--- src/rtl/stopwatch_ctrl.sv ---
// Stopwatch run-control sequencer: button conditioning plus the run/pause/lap
// state machine that gates, clears and freezes the BCD counter display path.

module StopwatchDebounce #(
  parameter int DB_CYCLES = 1000000,
  parameter int DB_W      = 20
) (
  input  logic clk,
  input  logic reset,
  input  logic i_btn,
  output logic o_press
);

  localparam logic [DB_W-1:0] DB_LAST = DB_W'(DB_CYCLES - 1);

  logic            r_sync1;
  logic            r_sync2;
  logic            r_level;
  logic            r_level_d;
  logic            r_press;
  logic [DB_W-1:0] r_cnt;

  // The press pulse is registered, so it lands one clock after the debounced
  // level rises and only rising edges of the filtered level produce it.
  always_ff @(posedge clk or posedge reset) begin
    if (reset) begin
      r_sync1   <= 1'b0;
      r_sync2   <= 1'b0;
      r_level   <= 1'b0;
      r_level_d <= 1'b0;
      r_press   <= 1'b0;
      r_cnt     <= '0;
    end else begin
      r_sync1   <= i_btn;
      r_sync2   <= r_sync1;
      r_level_d <= r_level;
      r_press   <= r_level & ~r_level_d;
      if (r_sync2 == r_level) begin
        r_cnt <= '0;
      end else if (r_cnt == DB_LAST) begin
        r_level <= r_sync2;
        r_cnt   <= '0;
      end else begin
        r_cnt <= r_cnt + 1'b1;
      end
    end
  end

  assign o_press = r_press;

endmodule

module stopwatch_ctrl #(
  parameter int DB_CYCLES = 1000000,
  parameter int DB_W      = 20
) (
  input  logic        clk,
  input  logic        reset,
  input  logic        start_btn,
  input  logic        lap_btn,
  input  logic [15:0] live_bcd,
  output logic        count_en,
  output logic        count_clr,
  output logic [15:0] disp_bcd,
  output logic        running,
  output logic        lap_active,
  output logic        at_max
);

  typedef enum logic [2:0] {
    IDLE,
    RUN,
    PAUSE,
    LAP_RUN,
    LAP_PAUSE,
    MAXED
  } state_t;

  state_t      r_state;
  logic [15:0] r_lap_reg;
  logic        r_count_clr;
  logic        w_start_p;
  logic        w_lap_p;
  logic        w_at_max;

  StopwatchDebounce #(.DB_CYCLES(DB_CYCLES), .DB_W(DB_W)) u_start_db (
    .clk     (clk),
    .reset   (reset),
    .i_btn   (start_btn),
    .o_press (w_start_p)
  );

  StopwatchDebounce #(.DB_CYCLES(DB_CYCLES), .DB_W(DB_W)) u_lap_db (
    .clk     (clk),
    .reset   (reset),
    .i_btn   (lap_btn),
    .o_press (w_lap_p)
  );

  assign w_at_max = (live_bcd == 16'h9999);

  // Within each state start is tested before lap, so a simultaneous lap press
  // is dropped; the max check outranks both while counting.
  always_ff @(posedge clk or posedge reset) begin
    if (reset) begin
      r_state     <= IDLE;
      r_lap_reg   <= 16'h0000;
      r_count_clr <= 1'b0;
    end else begin
      r_count_clr <= 1'b0;
      case (r_state)
        IDLE: begin
          if (w_start_p) r_state <= RUN;
        end
        RUN: begin
          if (w_at_max) begin
            r_state <= MAXED;
          end else if (w_start_p) begin
            r_state <= PAUSE;
          end else if (w_lap_p) begin
            r_state   <= LAP_RUN;
            r_lap_reg <= live_bcd;
          end
        end
        LAP_RUN: begin
          if (w_at_max)       r_state <= MAXED;
          else if (w_start_p) r_state <= LAP_PAUSE;
          else if (w_lap_p)   r_state <= RUN;
        end
        PAUSE: begin
          if (w_start_p) begin
            r_state <= RUN;
          end else if (w_lap_p) begin
            r_state     <= IDLE;
            r_count_clr <= 1'b1;
          end
        end
        LAP_PAUSE: begin
          if (w_start_p)    r_state <= LAP_RUN;
          else if (w_lap_p) r_state <= PAUSE;
        end
        MAXED: begin
          if (w_lap_p) begin
            r_state     <= IDLE;
            r_count_clr <= 1'b1;
          end
        end
        default: r_state <= IDLE;
      endcase
    end
  end

  // Gating on at_max directly keeps the counter from wrapping on the cycle
  // before the MAXED transition takes effect.
  assign running    = (r_state == RUN) || (r_state == LAP_RUN);
  assign lap_active = (r_state == LAP_RUN) || (r_state == LAP_PAUSE);
  assign count_en   = running && !w_at_max;
  assign count_clr  = r_count_clr;
  assign disp_bcd   = lap_active ? r_lap_reg : live_bcd;
  assign at_max     = w_at_max;

endmodule
--- config.mk ---
export PLATFORM = sky130hd
export DESIGN_NAME = stopwatch_ctrl
export DESIGN_NICKNAME = d
export VERILOG_FILES = /design/src/rtl/stopwatch_ctrl.sv
export SDC_FILE = /design/constraint.sdc
export NUM_CORES = 1
export LEC_CHECK = 0
export ABC_AREA = 1
export CAP_MARGIN = 30
export CORE_MARGIN = 2
export CORE_UTILIZATION = 61
export CTS_CLUSTER_SIZE = 28
export DETAILED_ROUTE_END_ITERATION = 8
export PLACE_DENSITY_LB_ADDON = 0.3
export SETUP_SLACK_MARGIN = 0.5
export SYNTH_ARGS = -nofsm -noshare
export SYNTH_HDL_FRONTEND = slang
export SYNTH_SLANG_ARGS = --single-unit
--- constraint.sdc ---
create_clock -name clk -period 6.7 [get_ports clk]
set_clock_uncertainty 0.15 [all_clocks]
set_input_delay 2.01 -clock clk [delete_from_list [all_inputs] [get_ports clk]]
set_output_delay 2.01 -clock clk [all_outputs]
set_load 0.02 [all_outputs]
==> results of run 1 <==
## cells in the mapped netlist, types with 4 or more instances
| cell | count |
|---|---|
| sky130_fd_sc_hd__nor3_1 | 14 |
| sky130_fd_sc_hd__nand3_1 | 28 |
| sky130_fd_sc_hd__dfrtp_1 | 70 |
| sky130_fd_sc_hd__inv_2 | 5 |
| sky130_fd_sc_hd__xor2_1 | 12 |
| sky130_fd_sc_hd__nand4_1 | 12 |
| sky130_fd_sc_hd__o21ai_0 | 37 |
| sky130_fd_sc_hd__xnor2_1 | 5 |
| sky130_fd_sc_hd__nor2_1 | 70 |
| sky130_fd_sc_hd__nand2_1 | 109 |
| sky130_fd_sc_hd__a21oi_1 | 7 |
| sky130_fd_sc_hd__buf_2 | 5 |
| sky130_fd_sc_hd__inv_1 | 70 |
| sky130_fd_sc_hd__nor3b_1 | 4 |
## power groups by stage
stage          combinational, uW  clock (uW)  sequential (uW)
4_1_cts                     40.6         491              430
3_5_place_dp                40.2           0              438
2_1_floorplan               20.5           0              437
6_report                    39.8         483              430
5_1_grt                     45.7         510              430
3_3_place_gp                39.4           0              438
## cell type report
cell class	instances	share of cell area [%]
Sequential cell	70	39.4
Multi-Input combinational cell	326	36.2
Clock buffer	10	2.87
Inverter	75	6.33
Clock inverter	6	3.55
Tap cell	75	2.11
Timing Repair Buffer	42	9.51
## cells in the final DEF (no fill, tap or decap), types with 6 or more instances in the layout
| cell type | count |
|---|---|
| sky130_fd_sc_hd__nand2_1 | 109 |
| sky130_fd_sc_hd__clkdlybuf4s50_1 | 40 |
| sky130_fd_sc_hd__nor2_1 | 70 |
| sky130_fd_sc_hd__inv_1 | 69 |
| sky130_fd_sc_hd__xor2_1 | 12 |
| sky130_fd_sc_hd__clkbuf_8 | 9 |
| sky130_fd_sc_hd__nand4_1 | 12 |
| sky130_fd_sc_hd__nand3_1 | 28 |
| sky130_fd_sc_hd__a21oi_1 | 7 |
| sky130_fd_sc_hd__nor3_1 | 14 |
| sky130_fd_sc_hd__dfrtp_1 | 70 |
| sky130_fd_sc_hd__inv_2 | 6 |
| sky130_fd_sc_hd__o21ai_0 | 37 |
## path summary, 6_finish.rpt
path,endpoint,slack [ps],cells past startpoint
max in group asynchronous,count_clr$_DFF_PP0_,3640,3
worst min register to register,u_lap_db.r_sync2$_DFF_PP0_,210,0
worst min-delay path,u_lap_db.r_sync2$_DFF_PP0_,210,0
worst max-delay path,at_max,820,8
worst max register to register,u_start_db.r_cnt[19]$_DFF_PP0_,4830,10
min in group asynchronous,u_lap_db.r_cnt[5]$_DFF_PP0_,1800,2
## layer usage
| metal | global-route usage, % | part of all wire, % | vias up |
|---|---|---|---|
| met3 | 7.80 | 6.0 | 16 |
| met4 | 8.33 | 1.5 | 0 |
| met5 | 0 | 0 | - |
| met2 | 43.6 | 49 | 104 |
| met1 | 30.2 | 44 | 1481 |
| li1 | - | - | 1595 |
## kinds of logic (layout without fill, tap and decap cells)
| group | count (synthesis) | after routing | share of synthesized area [%] |
|---|---|---|---|
| compound gates | 47 | 47 | 6.54 |
| simple gates | 260 | 260 | 32.6 |
| xor+xnor | 17 | 17 | 4.05 |
| flops | 70 | 70 | 47.7 |
| fa+ha+maj | 2 | 2 | 0.681 |
| buf+inv | 81 | 133 | 8.45 |
## stage by stage
step | utilization (%) | total power, uW | hold WS, ps | setup WS (ps)
detailed placement | 70.7 | 478 | 190 | 832
finish | 75.6 | 952 | 207 | 822
global route | 75.6 | 986 | 224 | 742
CTS | 75.6 | 961 | 206 | 828
floorplan | - | 458 | 181 | 1980
global placement | 70.5 | 477 | 191 | 937
==> flow_summary.rst, run 1 <==
.. list-table::
   :header-rows: 1

   * - Metric
     - Value
   * - Clock network fraction of total power
     - 50.7%
   * - Number of cells after detailed placement
     - 588
   * - Number of nets still failing antenna checks after routing
     - 0
   * - Count of final max-slew check failures
     - 0
   * - Clock Root Buffer
     - sky130_fd_sc_hd__clkbuf_8
   * - Synth Flop Type
     - sky130_fd_sc_hd__dfrtp_1
   * - Post-synth top area share
     - 47.7%
   * - Cell type with the largest total area after synthesis
     - sky130_fd_sc_hd__dfrtp_1
   * - Count of routing violations after the opening detailed-route iteration
     - 245
   * - Vias per inst
     - 5.29
   * - Max Freq
     - 170 MHz
   * - Slew @ Worst Pin
     - 910 ps
   * - H-tree depth reported by CTS
     - 3
   * - Sw Ratio
     - 19.6%
   * - Max Buffers Root-to-Sink
     - 2
   * - IO buf count
     - 40
   * - Vertical extent of the die
     - 81.6 um
   * - Number of clock buffers inserted by TritonCTS
     - 9
   * - Detailed Place HPWL
     - 5440 um
   * - Power density over the cells
     - 214 nW/um2
   * - Critical Path Fanout Max
     - 5
   * - Final cycle utilization of the critical path
     - 87.7%
   * - Multi-input gate area
     - 1610 um2
   * - Layout overhead on the synthesized area
     - 21.0%
   * - Hold Fails Final Rpt
     - 0
   * - Kind of path behind the tightest hold check
     - reg -> reg
   * - Hold Path Origin
     - u_lap_db.r_sync1$_DFF_PP0_
   * - Crit path top cell by count
     - sky130_fd_sc_hd__nand2_1
   * - Flip-flop and latch count after synthesis
     - 70
   * - Cells along the critical path
     - clkdlybuf4s50_1, nand2_1, inv_1, nand2_1, nor2_1, nand2_1, inv_1, clkdlybuf4s50_1
   * - Unrepaired setup endpoints after global routing
     - no
   * - Number of antenna violations at the first check in global routing
     - 0
   * - Power spent charging and discharging nets
     - 187 uW
   * - Detail-routed net length per standard cell
     - 12.8 um
   * - Final critical-path required period
     - 5880 ps
   * - Cell area after placement
     - 4160 um2
   * - Number of distinct standard cells referenced by the synthesized netlist
     - 30
   * - Static leakage
     - 0.00205 uW
   * - Run status
     - finished, final reports clean
   * - Worst-skew pair later-pin latency
     - 350 ps
   * - Final weighted congestion in routability-driven placement
     - 0.864
   * - Total of max-cap violations
     - 0
   * - # diodes
     - 0
   * - Core Area
     - 5890 um2
   * - Slowest-stage cell, CP
     - sky130_fd_sc_hd__clkdlybuf4s50_1
   * - Wire length of the first global-routing pass
     - 12,800 um
   * - Post-Syn Area per Cell
     - 7.70 um2
   * - Final setup violation count
     - 0
   * - Family with the most delay on the worst path
     - buffers and inverters
   * - Final-stage net count
     - 546
   * - Initial Utilization
     - 62.4%
   * - Peak supply drop
     - 185 uV
   * - TritonCTS clock tree
     - built
   * - Share of synthesized area occupied by flip-flops and latches
     - 47.7%
   * - CTS clk-pin slew, worst paths
     - 70 ps
   * - Post-synthesis instance area
     - 3670 um2
   * - Startpoint Class
     - input pin
   * - Final Non-Filler Cells
     - 604
   * - Design internal power
     - 765 uW
   * - Number of placement rows
     - 28
   * - Final global-route overflow total
     - 0
   * - Sequential fraction of design power
     - 45.1%
   * - Drt first pass iters
     - 5
   * - Number of buffers inserted for hold repair after clock tree synthesis
     - 0
   * - Synth warn
     - 0
   * - Maximum number of pins on one net before global-route repair
     - 55
   * - Critical Path AT
     - 3720 ps
   * - Synthesized instance count
     - 477
   * - Via count of the first global-routing pass
     - 2,965
   * - Path type of the worst setup path
     - in -> out
   * - Routed Wire Length
     - 7740 um
   * - Overall fraction of global-route tracks in use
     - 25.3%
   * - Combinational share of power
     - 4.2%
   * - Startpoint of the lowest-slack register-to-register path
     - u_start_db.r_cnt[0]$_DFF_PP0_
   * - Area taken by flip-flops and latches
     - 1750 um2
   * - Rel. slew slack
     - 39.2%
   * - Filler cell count in the final layout
     - 402
   * - Worst endpoint required time
     - 4540 ps
   * - Slowest stage delay, CP
     - 610 ps
   * - Critical path capture point type
     - output pin
   * - Number of enable-type register cells in the synthesized netlist
     - 0
   * - Die outline area
     - 6660 um2
   * - Final standard cell area without fillers
     - 4450 um2
   * - Asr flop ratio synth
     - 100%
   * - DRC violation count after routing
     - 0
   * - Quantity of gates resized following cts
     - 0
   * - Count of vias placed by the detailed router
     - 3,196
   * - Syn nets
     - 499
   * - Post-CTS Setup Repair Bufs
     - 0
   * - Die width
     - 81.6 um
   * - Layout cell share with drive strength beyond 1
     - 7.37%
   * - CP Launch Point
     - live_bcd[4]
   * - Top-level I/O count
     - 41
   * - Setup total negative slack
     - 0 ps
   * - Clock Sinks
     - 70
   * - Buffers and inverters on the worst path
     - 4
   * - Largest cells by area after synthesis
     - sky130_fd_sc_hd__dfrtp_1 (48%), sky130_fd_sc_hd__nand2_1 (11%), sky130_fd_sc_hd__inv_1 (7.2%), sky130_fd_sc_hd__nor2_1 (7.2%), sky130_fd_sc_hd__o21ai_0 (5.0%)
Note: power is estimated with default switching activity, not from simulation.
==> run 2: changes to the inputs <==
--- a/config.mk
+++ b/config.mk
@@ -5,14 +5,14 @@
 export SDC_FILE = /design/constraint.sdc
 export NUM_CORES = 1
 export LEC_CHECK = 0
-export ABC_AREA = 1
+export ABC_AREA = 0
 export CAP_MARGIN = 30
-export CORE_MARGIN = 2
-export CORE_UTILIZATION = 61
+export CORE_UTILIZATION = 60
 export CTS_CLUSTER_SIZE = 28
 export DETAILED_ROUTE_END_ITERATION = 8
 export PLACE_DENSITY_LB_ADDON = 0.3
 export SETUP_SLACK_MARGIN = 0.5
 export SYNTH_ARGS = -nofsm -noshare
 export SYNTH_HDL_FRONTEND = slang
+export SYNTH_HIERARCHICAL = 1
 export SYNTH_SLANG_ARGS = --single-unit
==> flow_summary.rst, run 2 <==
.. list-table::
   :header-rows: 1

   * - Metric
     - Value
   * - Number of placement rows
     - 27 (was 28)
   * - Worst-skew pair later-pin latency
     - 330 ps (was 350 ps)
   * - Post-Syn Area per Cell
     - 11.5 um2 (was 7.70 um2)
   * - Top-level I/O count
     - 41 (unchanged)
   * - Critical Path AT
     - 3770 ps (was 3720 ps)
   * - Max Buffers Root-to-Sink
     - 2 (unchanged)
   * - Number of buffers inserted for hold repair after clock tree synthesis
     - 0 (unchanged)
   * - Final global-route overflow total
     - 0 (unchanged)
   * - Run status
     - finished, final reports clean (unchanged)
   * - Asr flop ratio synth
     - 100% (unchanged)
   * - Detail-routed net length per standard cell
     - 15.6 um (was 12.8 um)
   * - Via count of the first global-routing pass
     - 2,413 (was 2,965)
   * - Synthesized instance count
     - 311 (was 477)
   * - Final-stage net count
     - 376 (was 546)
   * - Peak-usage layer in the global routing report
     - met2 (unchanged)
   * - Initial Utilization
     - 63.5% (was 62.4%)
   * - Synth Flop Type
     - sky130_fd_sc_hd__dfrtp_1 (unchanged)
   * - Path type of the worst setup path
     - in -> out (unchanged)
   * - Hold EP
     - u_start_db/r_sync2$_DFF_PP0_ (was u_lap_db.r_sync2$_DFF_PP0_)
   * - Routed Wire Length
     - 6710 um (was 7740 um)
   * - Reg2reg end
     - u_lap_db/r_cnt[2]$_DFF_PP0_ (was u_start_db.r_cnt[19]$_DFF_PP0_)
   * - Final critical-path required period
     - 5930 ps (was 5880 ps)
   * - Die width
     - 79.1 um (was 81.6 um)
   * - Number of distinct standard cells referenced by the synthesized netlist
     - 53 (was 30)
   * - Layout cell share with drive strength beyond 1
     - 19.8% (was 7.37%)
   * - Vias per inst
     - 5.77 (was 5.29)
   * - Number of antenna violations at the first check in global routing
     - 0 (unchanged)
   * - TritonCTS clock tree
     - built (unchanged)
   * - Number of nets still failing antenna checks after routing
     - 0 (unchanged)
   * - Startpoint of the lowest-slack register-to-register path
     - u_lap_db/r_cnt[0]$_DFF_PP0_ (was u_start_db.r_cnt[0]$_DFF_PP0_)
   * - Count of vias placed by the detailed router
     - 2,480 (was 3,196)
   * - Kind of path behind the tightest hold check
     - reg -> reg (unchanged)
   * - Share of synthesized area occupied by flip-flops and latches
     - 49.2% (was 47.7%)
   * - Met1 demand-to-capacity share in global routing
     - 30.5% (was 30.2%)
   * - Flip-flop and latch count after synthesis
     - 70 (unchanged)
   * - Power density over the cells
     - 185 nW/um2 (was 214 nW/um2)
   * - Rel. slew slack
     - 34.4% (was 39.2%)
   * - # diodes
     - 0 (unchanged)
   * - Max Freq
     - 169 MHz (was 170 MHz)
   * - Hold Fails Final Rpt
     - 0 (unchanged)
   * - Slack of the worst reg-to-reg path
     - 4360 ps (was 4830 ps)
   * - IO buf count
     - 40 (unchanged)
   * - Setup total negative slack
     - 0 ps (unchanged)
   * - Global-route track usage on met2
     - 37.7% (was 43.6%)
   * - Cell depth of the worst hold path
     - 0 (unchanged)
   * - DRC violation count after routing
     - 0 (unchanged)
   * - Peak supply drop
     - 190 uV (was 185 uV)
   * - Most common cell in the netlist
     - sky130_fd_sc_hd__dfrtp_1 (was sky130_fd_sc_hd__nand2_1)
   * - Final setup violation count
     - 0 (unchanged)
   * - Cell type with the largest total area after synthesis
     - sky130_fd_sc_hd__dfrtp_1 (unchanged)
   * - Count of routing violations after the opening detailed-route iteration
     - 89 (was 245)
   * - Count of cells along the worst register-to-register path
     - 6 (was 10)
   * - Filler cell count in the final layout
     - 394 (was 402)
   * - Slew @ Worst Pin
     - 981 ps (was 910 ps)
   * - Wire length of the first global-routing pass
     - 11,300 um (was 12,800 um)
   * - Final weighted congestion in routability-driven placement
     - 0.813 (was 0.864)
   * - Total of max-cap violations
     - 0 (unchanged)
   * - Static leakage
     - 0.00186 uW (was 0.00205 uW)
   * - Area taken by flip-flops and latches
     - 1750 um2 (unchanged)
   * - Synth warn
     - 6 (was 0)
   * - Startpoint Class
     - input pin (unchanged)
   * - Leading cell types by count after synthesis
     - sky130_fd_sc_hd__dfrtp_1 (70), sky130_fd_sc_hd__nor2_1 (35), sky130_fd_sc_hd__mux2_2 (20) (was sky130_fd_sc_hd__nand2_1 (109), sky130_fd_sc_hd__dfrtp_1 (70), sky130_fd_sc_hd__inv_1 (70), sky130_fd_sc_hd__nor2_1 (70), sky130_fd_sc_hd__o21ai_0 (37))
   * - Worst endpoint required time
     - 4540 ps (about the same)
   * - Die outline area
     - 6250 um2 (was 6660 um2)
   * - Final cycle utilization of the critical path
     - 88.5% (was 87.7%)
   * - Number of clock buffers inserted by TritonCTS
     - 9 (unchanged)
   * - Overall fraction of global-route tracks in use
     - 23.5% (was 25.3%)
   * - Pre-CTS setup slack
     - 762 ps (was 832 ps)
   * - Clock Sinks
     - 70 (unchanged)
   * - Drt first pass iters
     - 4 (was 5)
   * - Maximum number of pins on one net before global-route repair
     - 26 (was 55)
   * - Hold_ws
     - 206 ps (was 207 ps)
   * - H-tree depth reported by CTS
     - 3 (unchanged)
   * - Leading cell type in the layout, fill and taps excluded
     - sky130_fd_sc_hd__dfrtp_1 (was sky130_fd_sc_hd__nand2_1)
   * - Quantity of gates resized following cts
     - 0 (unchanged)
   * - Number of enable-type register cells in the synthesized netlist
     - 0 (unchanged)
   * - Post-synthesis instance area
     - 3560 um2 (was 3670 um2)
   * - Global routing usage on met3
     - 4.48% (was 7.80%)
   * - Detailed Place HPWL
     - 4700 um (was 5440 um)
   * - Count of final max-slew check failures
     - 0 (unchanged)
   * - Multi-input gate area
     - 1720 um2 (was 1610 um2)
   * - Layout overhead on the synthesized area
     - 16.6% (was 21.0%)
   * - Commonest cells after routing, fill and taps aside
     - sky130_fd_sc_hd__dfrtp_1 (70), sky130_fd_sc_hd__clkdlybuf4s50_1 (40), sky130_fd_sc_hd__nor2_1 (35), sky130_fd_sc_hd__mux2_2 (20), sky130_fd_sc_hd__nand2_1 (19) (was sky130_fd_sc_hd__nand2_1 (109), sky130_fd_sc_hd__nor2_1 (70), sky130_fd_sc_hd__dfrtp_1 (70), sky130_fd_sc_hd__inv_1 (69), sky130_fd_sc_hd__clkdlybuf4s50_1 (40))
   * - Critical Path Fanout Max
     - 5 (unchanged)
   * - Crit path setup slack, layout
     - 774 ps (was 822 ps)
   * - Post-CTS Setup Repair Bufs
     - 0 (unchanged)
   * - Final Core Density
     - 74.1% (was 75.6%)
   * - Critical path capture point type
     - output pin (unchanged)
   * - Core Area
     - 5610 um2 (was 5890 um2)
   * - CTS clk-pin slew, worst paths
     - 70 ps (about the same)
   * - Hold Path Origin
     - u_start_db/r_sync1$_DFF_PP0_ (was u_lap_db.r_sync1$_DFF_PP0_)
   * - Unrepaired setup endpoints after global routing
     - no (unchanged)
   * - Clock Root Buffer
     - sky130_fd_sc_hd__clkbuf_8 (unchanged)
   * - Vertical extent of the die
     - 79.1 um (was 81.6 um)
   * - Post-synth top area share
     - 49.2% (was 47.7%)
   * - Syn nets
     - 333 (was 499)
   * - Largest cells by area after synthesis
     - sky130_fd_sc_hd__dfrtp_1 (49%), sky130_fd_sc_hd__mux2_2 (6.3%), sky130_fd_sc_hd__mux2_4 (5.9%), sky130_fd_sc_hd__xor2_1 (3.9%), sky130_fd_sc_hd__nor2_1 (3.7%) (was sky130_fd_sc_hd__dfrtp_1 (48%), sky130_fd_sc_hd__nand2_1 (11%), sky130_fd_sc_hd__inv_1 (7.2%), sky130_fd_sc_hd__nor2_1 (7.2%), sky130_fd_sc_hd__o21ai_0 (5.0%))
-- run 2: where the power goes --
| group | switching, uW | leakage (uW) | internal, uW | total, uW |
|---|---|---|---|---|
| Sequential | 3.43 | 0.000964 | 426 | 430 |
| Combinational | 29.4 | 0.000828 | 27.6 | 57.0 |
| Clock | 153 | 0.0000731 | 130 | 283 |
-- run 2: area by class of cell --
type / instances / share of cell area [%]
sequential: 70 / 42.2
clock buffer: 9 / 2.98
inverter: 7 / 0.632
timing repair buffer: 41 / 9.82
clock inverter: 6 / 0.964
tap: 72 / 2.17
multi-input combinational: 225 / 41.3
-- run 2: metrics by stage --
stage / power, uW / instances / instance area, um2
after detailed placement: 496 / 415 / 3990
after floorplan: 467 / 311 / 3560
after global placement: 494 / 415 / 3990
after global routing: 800 / 430 / 4160
final: 770 / 430 / 4160
after CTS: 778 / 430 / 4160
-- run 2: worst max path at each step --
stage	from	to	slack, ps	cells past startpoint
finish	live_bcd[5]	count_en	770	5
global route	live_bcd[12]	at_max	630	4
CTS	live_bcd[5]	count_en	760	5
detailed placement	live_bcd[5]	count_en	760	5
global placement	live_bcd[5]	count_en	800	5
floorplan	live_bcd[5]	count_en	1690	4
-- run 2: cell families after synthesis --
kind of cell,count (synthesis),share of synthesized area [%]
DFF,70,49.2
adders and majority gates,2,0.702
muxes,35,12.5
xor gates and xnor gates,28,6.88
buffers and inverters,16,2.84
and+or+nand+nor,129,21.8
AOI/OAI and AO/OA,31,6.11
-- run 2: routing by layer --
metal  wire length, um  vias up
met5                 0        -
met4                99        0
met3               254        9
met2              3210       53
met1              3150     1216
li1                  -     1202
-- run 2: critical path, cell delays in order --
cell                              delay, ps
sky130_fd_sc_hd__clkdlybuf4s50_1        490
sky130_fd_sc_hd__and4bb_1               230
sky130_fd_sc_hd__and4_1                 260
sky130_fd_sc_hd__nor2_1                 150
sky130_fd_sc_hd__clkdlybuf4s50_1        620
